===== config.mk =====
export PLATFORM = sky130hd
export DESIGN_NAME = digit_serial_add_sub
export DESIGN_NICKNAME = d
export VERILOG_FILES = /design/src/rtl/digit_serial_add_sub.sv
export SDC_FILE = /design/constraint.sdc
export NUM_CORES = 1
export LEC_CHECK = 0
export CORE_ASPECT_RATIO = 0.6
export CORE_MARGIN = 10
export CORE_UTILIZATION = 44
export CTS_BUF_LIST = sky130_fd_sc_hd__clkbuf_2 sky130_fd_sc_hd__clkbuf_4 sky130_fd_sc_hd__clkbuf_8
export DETAILED_ROUTE_END_ITERATION = 7
export PLACE_DENSITY = 0.72
export SLEW_MARGIN = 30
export SYNTH_ARGS = -nofsm -noshare
export SYNTH_HDL_FRONTEND = slang
export SYNTH_SLANG_ARGS = --single-unit

===== constraint.sdc =====
create_clock -name clk -period 5.12 [get_ports clk]
set_input_delay 1.536 -clock clk [delete_from_list [all_inputs] [get_ports clk]]
set_output_delay 1.536 -clock clk [all_outputs]
set_load 0.05 [all_outputs]

===== src/rtl/digit_serial_add_sub.sv =====
// Digit-serial add/subtract unit. It handles D bits per cycle over N-bit operands in unsigned, ones' or two's format.
// Optional feature macro: DIGIT_SERIAL_ADD_SUB_SATURATE_EN (clamp result on overflow).
//
// state | meaning
// IDLE  | waiting for an operand pair, in_ready=1
// CALC  | first digit pass, A + B' + cin, LSB digit first
// EAC   | ones' mode only: second pass adds the end-around carry
// DONE  | result and flags valid, held until out_ready
module digit_serial_add_sub #(
  parameter int N = 16,
  parameter int D = 4
) (
  input  logic         clk,
  input  logic         rst,
  input  logic         in_valid,
  output logic         in_ready,
  input  logic [N-1:0] op_a,
  input  logic [N-1:0] op_b,
  input  logic         sub,
  input  logic [1:0]   mode,
  output logic         out_valid,
  input  logic         out_ready,
  output logic [N-1:0] result,
  output logic         carry,
  output logic         overflow
);
  localparam int ND = N / D;
  localparam int CW = (ND > 1) ? $clog2(ND) : 1;
  localparam logic [CW-1:0] LAST = CW'(ND - 1);

  typedef enum logic [1:0] {S_IDLE, S_CALC, S_EAC, S_DONE} state_t;
  state_t state_q, state_d;

  logic [N-1:0]  a_q, a_d, b_q, b_d, res_q, res_d;
  logic [CW-1:0] cnt_q, cnt_d;
  logic          cy_q, cy_d, raw_c_q, raw_c_d;
  logic          uns_q, uns_d, ones_q, ones_d, sub_q, sub_d;
  logic          a_msb_q, a_msb_d, b_msb_q, b_msb_d;
  logic          carry_q, carry_d, ovf_q, ovf_d;

  logic [D-1:0]  add_x, add_y;
  logic [D:0]    sum;
  logic [N-1:0]  b_eff;
  logic          last, finishing, raw_fin;

  assign last  = (cnt_q == LAST);
  assign b_eff = sub ? ~op_b : op_b;

  // The EAC pass reuses the digit adder on the result register with a zero addend.
  always_comb begin
    add_x = a_q[D-1:0];
    add_y = b_q[D-1:0];
    if (state_q == S_EAC) begin
      add_x = res_q[D-1:0];
      add_y = '0;
    end
    sum = {1'b0, add_x} + {1'b0, add_y} + {{D{1'b0}}, cy_q};
  end

  // FSM: state register
  always_ff @(posedge clk) begin
    if (rst) state_q <= S_IDLE;
    else     state_q <= state_d;
  end

  // FSM: next-state logic
  always_comb begin
    state_d = state_q;
    case (state_q)
      S_IDLE: if (in_valid)  state_d = S_CALC;
      S_CALC: if (last)      state_d = ones_q ? S_EAC : S_DONE;
      S_EAC:  if (last)      state_d = S_DONE;
      S_DONE: if (out_ready) state_d = S_IDLE;
      default:               state_d = S_IDLE;
    endcase
  end

  // FSM: outputs
  always_comb begin
    in_ready  = (state_q == S_IDLE) && !rst;
    out_valid = (state_q == S_DONE);
    result    = res_q;
    carry     = carry_q;
    overflow  = ovf_q;
  end

  // Datapath next-state. Operands rotate so digit k always sits at bit 0.
  // Result digits shift in from the top and are LSB-aligned after ND steps.
  always_comb begin
    a_d     = a_q;
    b_d     = b_q;
    res_d   = res_q;
    cnt_d   = cnt_q;
    cy_d    = cy_q;
    raw_c_d = raw_c_q;
    uns_d   = uns_q;
    ones_d  = ones_q;
    sub_d   = sub_q;
    a_msb_d = a_msb_q;
    b_msb_d = b_msb_q;
    carry_d = carry_q;
    ovf_d   = ovf_q;
    finishing = 1'b0;
    raw_fin   = raw_c_q;

    case (state_q)
      S_IDLE: if (in_valid) begin
        a_d     = op_a;
        b_d     = b_eff;
        uns_d   = (mode == 2'b00);
        ones_d  = (mode == 2'b01);
        sub_d   = sub;
        a_msb_d = op_a[N-1];
        b_msb_d = b_eff[N-1];
        cnt_d   = '0;
        cy_d    = sub & (mode != 2'b01);
      end
      S_CALC: begin
        a_d   = (a_q >> D) | (a_q << (N - D));
        b_d   = (b_q >> D) | (b_q << (N - D));
        res_d = (res_q >> D) | (N'(sum[D-1:0]) << (N - D));
        cy_d  = sum[D];
        cnt_d = last ? '0 : cnt_q + CW'(1);
        if (last) begin
          raw_c_d   = sum[D];
          raw_fin   = sum[D];
          finishing = !ones_q;
        end
      end
      S_EAC: begin
        res_d     = (res_q >> D) | (N'(sum[D-1:0]) << (N - D));
        cy_d      = sum[D];
        cnt_d     = last ? '0 : cnt_q + CW'(1);
        finishing = last;
      end
      default: ;
    endcase

    if (finishing) begin
      carry_d = (uns_q & sub_q) ? ~raw_fin : raw_fin;
      ovf_d   = uns_q ? carry_d
                      : ((a_msb_q == b_msb_q) && (res_d[N-1] != a_msb_q));
`ifdef DIGIT_SERIAL_ADD_SUB_SATURATE_EN
      if (ovf_d) begin
        if (uns_q) res_d = sub_q ? '0 : '1;
        else       res_d = a_msb_q ? {1'b1, {(N-1){1'b0}}} : {1'b0, {(N-1){1'b1}}};
      end
`endif
    end
  end

  always_ff @(posedge clk) begin
    if (rst) begin
      a_q     <= '0;
      b_q     <= '0;
      res_q   <= '0;
      cnt_q   <= '0;
      cy_q    <= 1'b0;
      raw_c_q <= 1'b0;
      uns_q   <= 1'b0;
      ones_q  <= 1'b0;
      sub_q   <= 1'b0;
      a_msb_q <= 1'b0;
      b_msb_q <= 1'b0;
      carry_q <= 1'b0;
      ovf_q   <= 1'b0;
    end else begin
      a_q     <= a_d;
      b_q     <= b_d;
      res_q   <= res_d;
      cnt_q   <= cnt_d;
      cy_q    <= cy_d;
      raw_c_q <= raw_c_d;
      uns_q   <= uns_d;
      ones_q  <= ones_d;
      sub_q   <= sub_d;
      a_msb_q <= a_msb_d;
      b_msb_q <= b_msb_d;
      carry_q <= carry_d;
      ovf_q   <= ovf_d;
    end
  end
endmodule

==> flow_summary_export.csv, run 1 <==
group,metric,value,unit
setup_path,reg2reg_from,"state_q[0]",
placed_design,port_buffers,58,
detailed_routing,drc,0,
setup_path,rrSetupSlack,2.21,ns
setup_path,worstSetupEndpointType,"output pin",
detailed_routing,drtAntennaViolNets,0,
finish,layout.nets,438,
finish,postLayoutCellArea,0.00385,mm2
logic_synthesis,synth_edf_count,0,
floorplan,die_w,127,um
cts,hold_buffers,0,
pwr,powerDensity,577,mW/mm2
global_route,antenna_found_initial,0,
placed_design,placedCellCount,464,
timing,final_max_slew_viol_count,0,
setup_path,reg2regPathDepth,9,
setup_path,critical_path.top_delay_family,"buffers and inverters",
logic_synthesis,synth_seq_cells,61,
global_route,grt_pass1_vias,2346,
setup_path,required,3.58,ns
setup_path,cp_max_fo,2,
cts,numClockSinks,61,
setup_path,cp-start-kind,"primary input",
logic_synthesis,synth_nets,389,
logic_synthesis,yosys.area.top_type,"dfxtp_1",
setup_path,path_class,"in2out",
cts,htreeDepth,3,
cts,cts_buffers,9,
global_route,grt_max_degree,63,
logic_synthesis,yosysUniqueCellTypes,40,
logic_synthesis,yosysWarnings,0,
finish,area_growth,27.8,%
timing,post-route-period-util,79.6,%
floorplan,pin_count,59,
logic_synthesis,netlist_instances,339,
global_route,grt-ovfl-total,0,
timing,fin_skew,0.00809,ns
setup_path,crit_path_cell_trace,"buf_2, nor2b_1, clkdlybuf4s50_1",
pwr,ir_drop,0.000266,V
timing,period_needed,4.07,ns
cts,clk_pin_slew,0.07,ns
pwr,p_comb_share,50.8,%
cts,clkLatencyLatePin,0.34,ns
setup_path,critPathBufInv,2,
timing,max_slew.worst_pin.slew,0.946,ns
logic_synthesis,synth_common_cells,"dfxtp_1, nor2_1, nand2_1",
logic_synthesis,syn-cell-area,0.00301,mm2
cts,cts_resized,0,
cts,clock_path_buffers,2,
timing,tns,0,ns
worst_hold_path,hold_class,"reg2reg",
floorplan,core_area,0.00668,mm2
detailed_routing,via_count,2436,
outcome,status,"completed",
setup_path,crit_path_top_delay_cell,"clkdlybuf4s50_1",
pwr,p_int,0.00130,W
timing,fmax,0.245,GHz
pwr,p_clk_share,17.6,%
setup_path,reg2reg_to,"overflow",
cts,clockRootBuffer,"clkbuf_8",
timing,finalHoldViolCount,0,
detailed_routing,wl,6.84,mm
detailed_routing,dr.pass1.iters,4,
setup_path,arrival,2.54,ns
setup_path,crit_path_start,"rst",
timing,relSlewSlack,36.7,%
detailed_routing,initialDrtViolationCount,114,
finish,layout-drive-gt1-share,7.89,%
placed_design,place.gp.congestion,0.757,
logic_synthesis,seq_area_frac_synth,40.5,%
detailed_routing,wl_per_cell,14.2,um
global_route,grt.total_usage,12.8,%
pwr,seqPwrFrac,31.7,%
timing,grt_setup_unrepaired,"no",
logic_synthesis,synth_top_cell_area_share,40.5,%
logic_synthesis,async_reset_ff_share,0,%
setup_path,crit_path_end,"in_ready",
floorplan,rows,23,
logic_synthesis,synth.area.top_cells,"dfxtp_1, mux2i_1, nor2_1",
cts,cts_setup_buffers,0,
floorplan,fp.dieArea,0.0107,mm2
placed_design,placed_area,0.00367,mm2
pwr,p_sw,0.000919,W
cts,cts_tree,"yes",
setup_path,cp.depth,3,
run,cap_violations,0,
pwr,leakagePower,1.46,nW
floorplan,die_h,84.1,um
placed_design,hpwl,5.00,mm
detailed_routing,vias_per_cell,5.08,
finish,num_antenna_cells,0,
logic_synthesis,syn_avg_cell_area,8.89,um2
global_route,grt_pass1_wl,11.5,mm
floorplan,initial_core_util,45.1,%
timing,setup-violations-final,0,
logic_synthesis,yosysMostFrequentCell,"dfxtp_1",
finish,final_cells,480,
pwr,swShare,41.4,%
setup_path,slowest_delay,0.80,ns
logic_synthesis,ys.flop_type,"dfxtp_1",
-- worst min-delay path by stage --
stage / start / to / cells after the start / slack (ns)
3_5_place_dp: b_q[12] / b_q[12] / 2 / 0.44
5_1_grt: b_q[8] / b_q[8] / 2 / 0.47
2_1_floorplan: b_q[10] / b_q[10] / 2 / 0.43
3_3_place_gp: b_q[9] / b_q[9] / 2 / 0.44
6_report: b_q[12] / b_q[12] / 2 / 0.45
4_1_cts: b_q[12] / b_q[12] / 2 / 0.45
-- metrics by stage --
| step | hold WS, ns | setup WS (ns) | util [%] | total power, W |
|---|---|---|---|---|
| finish | 0.452 | 1.05 | 57.7 | 0.00222 |
| global route | 0.469 | 1.00 | 57.7 | 0.00240 |
| CTS | 0.452 | 1.04 | 57.7 | 0.00224 |
| detailed placement | 0.445 | 1.04 | 55.0 | 0.00184 |
| global placement | 0.439 | 1.03 | 54.3 | 0.00177 |
| floorplan | 0.432 | 1.17 | - | 0.00156 |
-- cells in the final DEF (no fill, tap or decap), types with 2 or more instances in the layout --
master	netlist	routed
dfxtp_1	61	61
clkdlybuf4s50_1	0	57
nor2_1	47	47
nand2_1	37	37
mux2i_1	33	33
a21oi_1	25	25
a211oi_1	19	19
xnor2_1	17	17
o211ai_1	17	17
clkbuf_8	0	11
ha_1	9	8
nand2b_1	6	6
inv_1	6	6
nor2b_1	4	4
mux2_2	3	3
nand3b_1	3	3
nand3_1	3	3
clkinv_2	0	3
o21ai_0	2	2
a32oi_1	2	2
fa_1	2	2
buf_4	0	2
-- per-layer routing --
metal  routed length, um  share of wire, %  track usage (%)
met5                   0                 0                0
met4                   0                 0             2.47
met3                 400               5.8             6.22
met2                2790                41             18.1
met1                3650                53             17.3
-- layout make-up --
type / instances / area (um2)
Clock buffer: 12 / 159
Sequential cell: 61 / 1220
Tap cell: 87 / 109
Inverter: 7 / 26.3
Fill cell: 636 / 2820
Multi-Input combinational cell: 247 / 1680
Clock inverter: 4 / 22.5
Timing Repair Buffer: 62 / 633
-- registers in the layout, summed over array words and instances, names as in the netlist, 2 cells and up --
name	flops
a_q	16
b_q	16
result	16
cnt_q	2
state_q	2
-- worst min-delay path: stages (launching register included) --
cell     delay (ns)
dfxtp_1        0.31
nand2_1        0.05
a21oi_1        0.05
-- cells by family after synthesis --
kind of cell	after synthesis	synth area share, %
compound gates	77	17.9
xor+xnor	18	5.23
fa+ha+maj	11	5.06
buf+inv	31	4.15
flops	61	40.5
mux	36	12.1
simple gates	105	15.0
-- power by group through the flow --
stage	sequential (W)	combinational, W	clock [W]
finish	0.000704	0.00113	0.000390
floorplan	0.000748	0.000808	0
CTS	0.000703	0.00113	0.000400
global placement	0.000707	0.00106	0
global route	0.000723	0.00126	0.000421
detailed placement	0.000713	0.00113	0
Power figures use the tool's default switching activity.
==> run 2, diff against run 1 <==
==> constraint.sdc (replaced) <==
create_clock -name clk -period 4.2 [get_ports clk]
set_input_delay 1.26 -clock clk [delete_from_list [all_inputs] [get_ports clk]]
set_output_delay 1.26 -clock clk [all_outputs]
set_load 0.05 [all_outputs]
==> flow_summary_export.csv, run 2 (synthesis results as in run 1) <==
group,metric,value,unit
outcome,status,"completed",
cts,hold_buffers,0,
placed_design,placed_area,0.00367,mm2
timing,setup-violations-final,0,
pwr,p_int,0.00160,W
cts,clock_path_buffers,2,
setup_path,reg2regPathDepth,9,
setup_path,reg2reg_to,"overflow",
detailed_routing,via_count,2452,
detailed_routing,wl,6.98,mm
timing,final_max_slew_viol_count,0,
detailed_routing,dr.pass1.iters,4,
detailed_routing,wl_per_cell,14.5,um
pwr,total_power,0.00273,W
cts,htreeDepth,3,
worst_hold_path,hold_class,"reg2reg",
pwr,p_sw,0.00112,W
timing,fin_skew,0.00692,ns
detailed_routing,drc,0,
cts,cts_resized,0,
global_route,antenna_found_initial,0,
floorplan,core_area,0.00668,mm2
cts,numClockSinks,61,
setup_path,arrival,1.80,ns
run,cap_violations,0,
global_route,grt.total_usage,13.2,%
setup_path,reg2reg_from,"state_q[0]",
setup_path,worstSetupEndpointType,"output pin",
timing,fin_hold_ws,0.453,ns
worst_hold_path,min_delay_path_depth,2,
timing,tns,0,ns
cts,cts_setup_buffers,0,
cts,clockRootBuffer,"clkbuf_8",
pwr,seqPwrFrac,31.5,%
finish,final_common_cell,"dfxtp_1",
cts,cts_tree,"yes",
global_route,grt-ovfl-total,0,
finish,most-common-layout-cells,"dfxtp_1, clkdlybuf4s50_1, nor2_1",
floorplan,die_w,127,um
detailed_routing,drtAntennaViolNets,0,
cts,clkLatencyLatePin,0.34,ns
worst_hold_path,worstHoldStart,"b_q[10]",
pwr,p_clk_share,18.0,%
setup_path,crit_path_cell_trace,"ha_1, clkdlybuf4s50_1",
timing,max_slew.worst_pin.slew,0.944,ns
placed_design,place.gp.congestion,0.783,
pwr,powerDensity,708,mW/mm2
setup_path,slowest_delay,0.81,ns
finish,num_antenna_cells,0,
setup_path,rrSetupSlack,1.30,ns
timing,fin_ws,1.14,ns
placed_design,hpwl,5.11,mm
floorplan,die_h,84.1,um
timing,finalHoldViolCount,0,
detailed_routing,vias_per_cell,5.11,
timing,period_needed,3.06,ns
setup_path,path_class,"reg2out",
global_route,grt_pass1_wl,11.7,mm
setup_path,crit_path_top_delay_cell,"clkdlybuf4s50_1",
pwr,swShare,41.3,%
floorplan,initial_core_util,45.1,%
floorplan,fp.dieArea,0.0107,mm2
global_route,grt_pass1_vias,2376,
timing,post-route-period-util,72.9,%
placed_design,place_ws,1.13,ns
setup_path,required,2.94,ns
pwr,p_comb_share,50.5,%
worst_hold_path,holdPathEnd,"b_q[10]",
finish,area_growth,27.8,%
timing,fmax,0.327,GHz
timing,relSlewSlack,36.9,%
cts,cts_buffers,9,
floorplan,rows,23,
cts,clk_pin_slew,0.07,ns
pwr,leakagePower,1.47,nW
timing,grt_setup_unrepaired,"no",
finish,postLayoutCellArea,0.00385,mm2
floorplan,pin_count,59,
setup_path,cp-start-kind,"register",
detailed_routing,initialDrtViolationCount,149,
finish,layout.nets,439,
setup_path,cp_max_fo,6,
pwr,ir_drop,0.000415,V
finish,layout-drive-gt1-share,7.89,%
placed_design,port_buffers,58,
global_route,grt_max_degree,63,
==> run 2: cell count changes in the layout (fill, tap and decap cells not counted), sizes merged <==
cell,change
buf,+2
clkbuf,+2
clkdlybuf4s50,-1
clkinv,-2
clkinvlp,-1
==> run 2: layer usage <==
metal,wire [um],GRT usage [%],vias up,share of wire (%)
met3,510,5.65,10,7.3
met5,0,0,-,0
met4,90,4.74,0,1.3
li1,-,-,1289,-
met1,3570,18.2,1096,51
met2,2800,17.7,57,40
==> run 2: layout make-up <==
cell class / count / area (um2)
fill: 617 / 2830
sequential: 61 / 1220
timing repair buffer: 63 / 631
multi-input combinational: 247 / 1680
inverter: 7 / 26.3
tap: 87 / 109
clock inverter: 1 / 5.00
clock buffer: 14 / 180
==> run 2: worst max path at each step <==
stage               start   endpoint  depth (start not counted)
2_1_floorplan         rst   in_ready                          2
3_3_place_gp          sub     b_q[0]                          5
3_5_place_dp          sub    b_q[15]                          5
4_1_cts        state_q[1]  out_valid                          2
5_1_grt        state_q[1]  out_valid                          2
6_report       state_q[1]  out_valid                          2
==> run 2: through the flow <==
| step | util [%] | std cells |
|---|---|---|
| final | 57.7 | 480 |
| after global routing | 57.7 | 480 |
| after CTS | 57.7 | 480 |
| after detailed placement | 54.9 | 465 |
| after global placement | 54.5 | 464 |
| after floorplan | - | 339 |
==> run 2: power groups by stage <==
stage | combinational, W | clock (W) | sequential [W]
after CTS | 0.00138 | 0.000503 | 0.000858
final | 0.00138 | 0.000489 | 0.000858
after global placement | 0.00131 | 0 | 0.000865
after global routing | 0.00154 | 0.000521 | 0.000881
after floorplan | 0.000986 | 0 | 0.000912
after detailed placement | 0.00138 | 0 | 0.000870
==> run 2: critical path, delay by kind of cell, from the launching register on <==
kind       cells  cell delay (ns)
fa+ha+maj      1             0.22
flops          1             0.42
buf+inv        1             0.81
